===== config.mk =====
export PLATFORM = sky130hd
export DESIGN_NAME = encoder8_3_seq
export DESIGN_NICKNAME = d
export VERILOG_FILES = /design/src/rtl/encoder8_3_seq.sv
export SDC_FILE = /design/constraint.sdc
export NUM_CORES = 1
export LEC_CHECK = 0
export CORE_AREA = 2 2 44 46
export CTS_BUF_LIST = sky130_fd_sc_hd__clkbuf_16
export CTS_CLUSTER_SIZE = 24
export DETAILED_ROUTE_END_ITERATION = 8
export DIE_AREA = 0 0 46 48
export PLACE_DENSITY_LB_ADDON = 0.1
export SETUP_SLACK_MARGIN = 0.1
export SYNTH_ARGS = -nofsm -noshare
export SYNTH_HDL_FRONTEND = slang
export SYNTH_SLANG_ARGS = --single-unit

===== constraint.sdc =====
create_clock -name clk -period 1.43 [get_ports clk]
set_input_delay 0.286 -clock clk [delete_from_list [all_inputs] [get_ports clk]]
set_output_delay 0.286 -clock clk [all_outputs]
set_load 0.03 [all_outputs]

===== src/rtl/encoder8_3_seq.sv =====
// ============================================================================
//  Module      : encoder8_3_seq
//  Description : Sequential 8-to-3 encoder. Accepts a multi-hot vector via a
//                valid/ready handshake and emits the binary index of every
//                set bit, lowest index first, one index per output handshake.
//  Revision    : 1.0 - initial release
// ============================================================================
`default_nettype none

module encoder8_3_seq (
   input  logic       clk,
   input  logic       rst_n,
   input  logic [7:0] a,
   input  logic       a_valid,
   output logic       a_ready,
   output logic [2:0] y,
   output logic       y_valid,
   input  logic       y_ready,
   output logic       y_last,
   output logic       zero
);

   typedef enum logic [0:0] {
      IDLE = 1'b0,
      EMIT = 1'b1
   } state_t;

   state_t     state_q, state_d;
   logic [7:0] p_q, p_d;
   logic       zero_q, zero_d;

   logic [2:0] low_idx;
   logic       single_bit;

   // Lowest set bit of the pending register; bit 0 has the highest priority.
   always_comb begin
      low_idx = 3'd0;
      for (int i = 7; i >= 0; i--) begin
         if (p_q[i]) begin
            low_idx = 3'(i);
         end
      end
   end

   // Exactly one pending bit: clearing the lowest set bit leaves nothing.
   assign single_bit = (p_q != 8'd0) && ((p_q & (p_q - 8'd1)) == 8'd0);

   // Outputs depend on state and pending bits only; y is forced to 0 when idle.
   always_comb begin
      a_ready = (state_q == IDLE);
      y_valid = (state_q == EMIT);
      y       = (state_q == EMIT) ? low_idx : 3'd0;
      y_last  = (state_q == EMIT) && single_bit;
      zero    = zero_q;
   end

   // Next-state logic: capture a vector in IDLE, retire one bit per handshake in EMIT.
   always_comb begin
      state_d = state_q;
      p_d     = p_q;
      zero_d  = 1'b0;
      case (state_q)
         IDLE: begin
            if (a_valid) begin
               if (a != 8'd0) begin
                  p_d     = a;
                  state_d = EMIT;
               end else begin
                  zero_d  = 1'b1;
               end
            end
         end
         EMIT: begin
            if (y_ready) begin
               // Clearing the lowest set bit retires the index currently on y.
               p_d = p_q & (p_q - 8'd1);
               if (single_bit) begin
                  p_d     = 8'd0;
                  state_d = IDLE;
               end
            end
         end
         default: begin
            state_d = IDLE;
            p_d     = 8'd0;
         end
      endcase
   end

   // State, pending-bit and zero-pulse registers with asynchronous reset.
   always_ff @(posedge clk or negedge rst_n) begin
      if (!rst_n) begin
         state_q <= IDLE;
         p_q     <= 8'd0;
         zero_q  <= 1'b0;
      end else begin
         state_q <= state_d;
         p_q     <= p_d;
         zero_q  <= zero_d;
      end
   end

endmodule

`default_nettype wire


Word level (Yosys, flattened, before mapping)

Index checks and enable logic that the tools add are counted.

Register bits: 10
Output and inout bits: 7

Reductions and logical operators: 6
$add $sub $neg: 1
Equality and inequality tests: 3
Bitwise logic cells: 2
Multiplexer cells: 22

Operators with widths:

| cell                                                  | count |
|---|---|
| 2-to-1 mux 8 bit                                      | 4 |
| 2-to-1 mux 3 bit                                      | 9 |
| case mux 8 bit (2 select lines)                       | 1 |
| nonzero test 8 bit                                    | 2 |
| bitwise AND 8 bit                                     | 1 |
| logical NOT 8 bit                                     | 1 |
| subtractor 8 x 1 -> 8 bit, second input constant      | 1 |
| 2-to-1 mux 1 bit                                      | 7 |
| inequality test 2 bit, second input constant          | 2 |
| AND reduction 3 bit                                   | 1 |
| logical AND 1 bit                                     | 2 |
| inequality test 2 x 1 -> 1 bit, second input constant | 1 |
| case mux 1 bit (2 select lines)                       | 1 |
| inverter 1 bit                                        | 1 |

Logic depth before layout (Yosys ltp)

Depth in word-level cells: 9
Gate-level depth with buffers: 7
Depth with buffers taken out: 5

Worst setup path before layout

No wires, ideal clock.

Path kind: reg2out
From: register state_q, in the netlist y_valid
To: output port y[2]
Cell stages (with the launch flop): 4
Path buffers: 1
Arrival time: 1.716 ns
Path slack: -0.572 ns
Path through: dfrtp_1 buf_6 nand2_1 nor4_1

Cells in the longest elaborated chain, start to end: 1

Ends and longest elaborated chain:

| element                | RTL line | RTL |
|---|---|---|
| start, declared        | 28       | `state_t state_q, state_d;` |
| start signal, assigned | 97       | `state_q <= state_d;` |
| 2-to-1 mux 3 bit       | 52       | `y = (state_q == EMIT) ? low_idx : 3'd0;` |
| end, declared          | 16       | `output logic [2:0] y,` |

Every way passes these cells.

Final worst setup path

From: register p_q[7]
To: output port y_last

Cells in the longest elaborated chain, start to end: 5
Elaborated cells between the ends (all ways): 6
Classes of those cells: 1 x add/sub; 1 x bitwise; 4 x reduce/logical

Ends and longest elaborated chain:

| element                   | RTL line | RTL |
|---|---|---|
| start, declared           | 29       | `logic [7:0] p_q, p_d;` |
| start signal, assigned    | 98       | `p_q <= p_d;` |
| subtractor 8 x 1 -> 8 bit | 46       | `assign single_bit = (p_q != 8'd0) && ((p_q & (p_q - 8'd1)) == 8'd0);` |
| bitwise AND 8 bit         | 46       |  |
| logical NOT 8 bit         | 46       |  |
| logical AND 1 bit *       | 46       |  |
| logical AND 1 bit *       | 53       | `y_last = (state_q == EMIT) && single_bit;` |
| end, declared             | 19       | `output logic y_last,` |

Mark *: on every way between the ends. The rest lies on a longest branch, timed or not.

==> run_results.csv <==
group,metric,value,unit
global_route,grt_pass1_vias,875,
status,violations,"setup timing",
floorplan,fp.dieH,48,µm
timing,slew_viol_final,0,
detailed_routing,vias,863,
global_route,grt_antenna_before_repair,0,
timing,setup_viol,9,
final_layout,fin_cells,147,
final_layout,final_area,1400,µm²
place,place.gp.congestion,0.813,
global_route,grt_usage,26.9,%
global_route,grt_pass1_wl,4010,µm
critical_path,cp_slowest_cell,"dfrtp_2",
clock_tree,clk_latency,0.24,ns
timing,slew_headroom,68.6,%
logic_synthesis,syn_nets,87,
pwr,power_density,2850,nW/µm²
clock_tree,clk_path_buf_depth,2,
logic_synthesis,yosysSeqAreaShare,35.7,%
logic_synthesis,synth.most_common_cell,"dfrtp_1",
logic_synthesis,yosysTopAreaCell,"dfrtp_1",
clock_tree,clk_pin_slew,0.04,ns
logic_synthesis,async_flop_share,100,%
floorplan,rows,15,
critical_path,arrival,1.61,ns
detailed_routing,ant_nets,0,
timing,setup_ws,-0.461,ns
floorplan,fp.coreArea,1690,µm²
detailed_routing,wl_met1,997,µm
final_layout,multi_input_area,547,µm²
critical_path,end_kind,"primary output",
timing,max_slew.worst_pin.slew,0.469,ns
critical_path,crit_buf_inv,1,
place,dpl-instance-area,1130,µm²
pwr,power.total,4.00,mW
detailed_routing,drt-initial-drc-count,8,
hold_path,hp-class,"in -> async",
final_layout,seq_area,262,µm²
clock_tree,ctsHoldBuffers,0,
place,place_ws,-0.300,ns
run,maxCapViolCount,0,
logic_synthesis,synthTopCellsByCount,"dfrtp_1, nand2_1, a22o_1",
clock_tree,cts_buffers,3,
final_layout,area_growth,99.6,%
detailed_routing,routedWlPerCell,18.7,µm
pwr,leakage,0.641,nW
timing,fin_crit_sh,132,%
critical_path,critical_path.max_stage_delay,0.45,ns
logic_synthesis,synthCells,75,
timing,min_period,1.89,ns
critical_path,worst_setup_path_start_kind,"register",
logic_synthesis,ys_ff_latch,10,
global_route,grt_start_max_net_pins,11,
global_route,overflow,0,
detailed_routing,drtPass1Iterations,4,
logic_synthesis,synthFlopType,"dfrtp_1",
clock_tree,cts_tree,"yes",
final_layout,drive_gt1_share,65.4,%
floorplan,fp.dieArea,2210,µm²
detailed_routing,top_layer,"met4",
logic_synthesis,synth.top_cell.area_share,35.7,%
final_layout,n_fill_cell,95,
place,port_buffers,18,
final_layout,finalNetCount,143,
timing,setup_total_negative_slack,-1.71,ns
timing,fmax,529,MHz
logic_synthesis,synthDistinctLibCells,30,
pwr,vdd_ir_drop_max,1.99,mV
detailed_routing,dr_wl_met2,1520,µm
timing,rsz0062_at_grt,"true",
clock_tree,root_buffer,"clkbuf_16",
clock_tree,cts_htree_levels,1,
detailed_routing,wl_met3,137,µm
floorplan,start_util,41.6,%
critical_path,worstSetupPathType,"reg -> out",
place,dp_hpwl,1540,µm
place,placedCellCount,133,
timing,fin_worst_skew,0.00276,ns
logic_synthesis,ys_warn_count,0,
logic_synthesis,synth_area_leaders,"dfrtp_1, a22o_1, nand2_1, buf_6, a21oi_1",
final_layout,final_util,83.0,%
timing,hold_viol,0,
critical_path,cp.required,1.14,ns
clock_tree,cts.sinks,10,
status,status,"finished with violations",
critical_path,critPathMaxFanout,5,
detailed_routing,viasPerCell,5.87,
logic_synthesis,syn_area_per_cell,9.36,µm²
detailed_routing,drc_errors,0,
floorplan,ios,19,
floorplan,die_w,46,µm
critical_path,path_delay_family,"flip-flops",
logic_synthesis,synth_area,702,µm²
critical_path,path_cells,"nor4_4 > o211ai_1 > a31oi_4 > buf_6",
detailed_routing,drt-total-wl,2750,µm
critical_path,rrSetupSlack,-0.23,ns
logic_synthesis,synth-edff-count,0,
final_layout,diodes,0,
timing,hold_slack,0.375,ns
[cell usage in the layout, fill, tap and decap left out, drive strengths merged, types with 4 or more instances in the layout]
cell type    Yosys  routed
dlygate4sd2      0      10
a21oi            6       6
nor4             5       5
nor2             4       4
a22o             6       6
o21ai            7       7
buf              4      43
inv              4       4
dfrtp           10      10
nand2            9       9
[final timing paths]
kind                         from  cells after the start      end
max                        p_q[7]                      4   y_last
min                         rst_n                      1     zero
max reg2reg                p_q[7]                      6  y_valid
min reg2reg                p_q[4]                      2   p_q[4]
max in group asynchronous   rst_n                      1   p_q[0]
min in group clk             a[1]                      2   p_q[1]
[routing by layer]
layer	global-route usage, %	vias to the layer above
li1	-	386
met1	27.8	426
met2	50.0	39
met3	6.42	12
met4	14.3	0
met5	0	-
[power breakdown]
part           internal (mW)  leakage [nW]  switching (mW)
clock network          0.367        0.0385           0.133
logic                   1.45         0.486            1.37
registers              0.425         0.117           0.256
[cell families after synthesis]
family                 count (synthesis)  share of synthesized area [%]
AO/OA/AOI/OAI                         29                           30.5
AND/OR/NAND/NOR                       27                           25.0
flip-flops                            10                           35.7
buffers and inverters                  8                           7.66
XOR/XNOR                               1                           1.25
[repair_timing]
item,CTS,global route
pin swaps,15,6
buffers inserted,12,2
setup endpoints to repair,15,14
hold endpoints to repair,0,0
gates resized for setup,42,8
[registers in the layout (all words and copies together), names as in the netlist]
name / flops
y_valid: 1
zero: 1
p_q: 8
[final cells by class]
type | count | area share (%)
flip-flops and latches | 10 | 18.7
clock buffers | 3 | 5.36
multi-input cells | 57 | 39.0
inverters | 4 | 1.25
clock inverters | 1 | 0.268
repair buffers | 55 | 33.9
well taps | 17 | 1.52
Note: power is estimated with default switching activity, not from simulation.
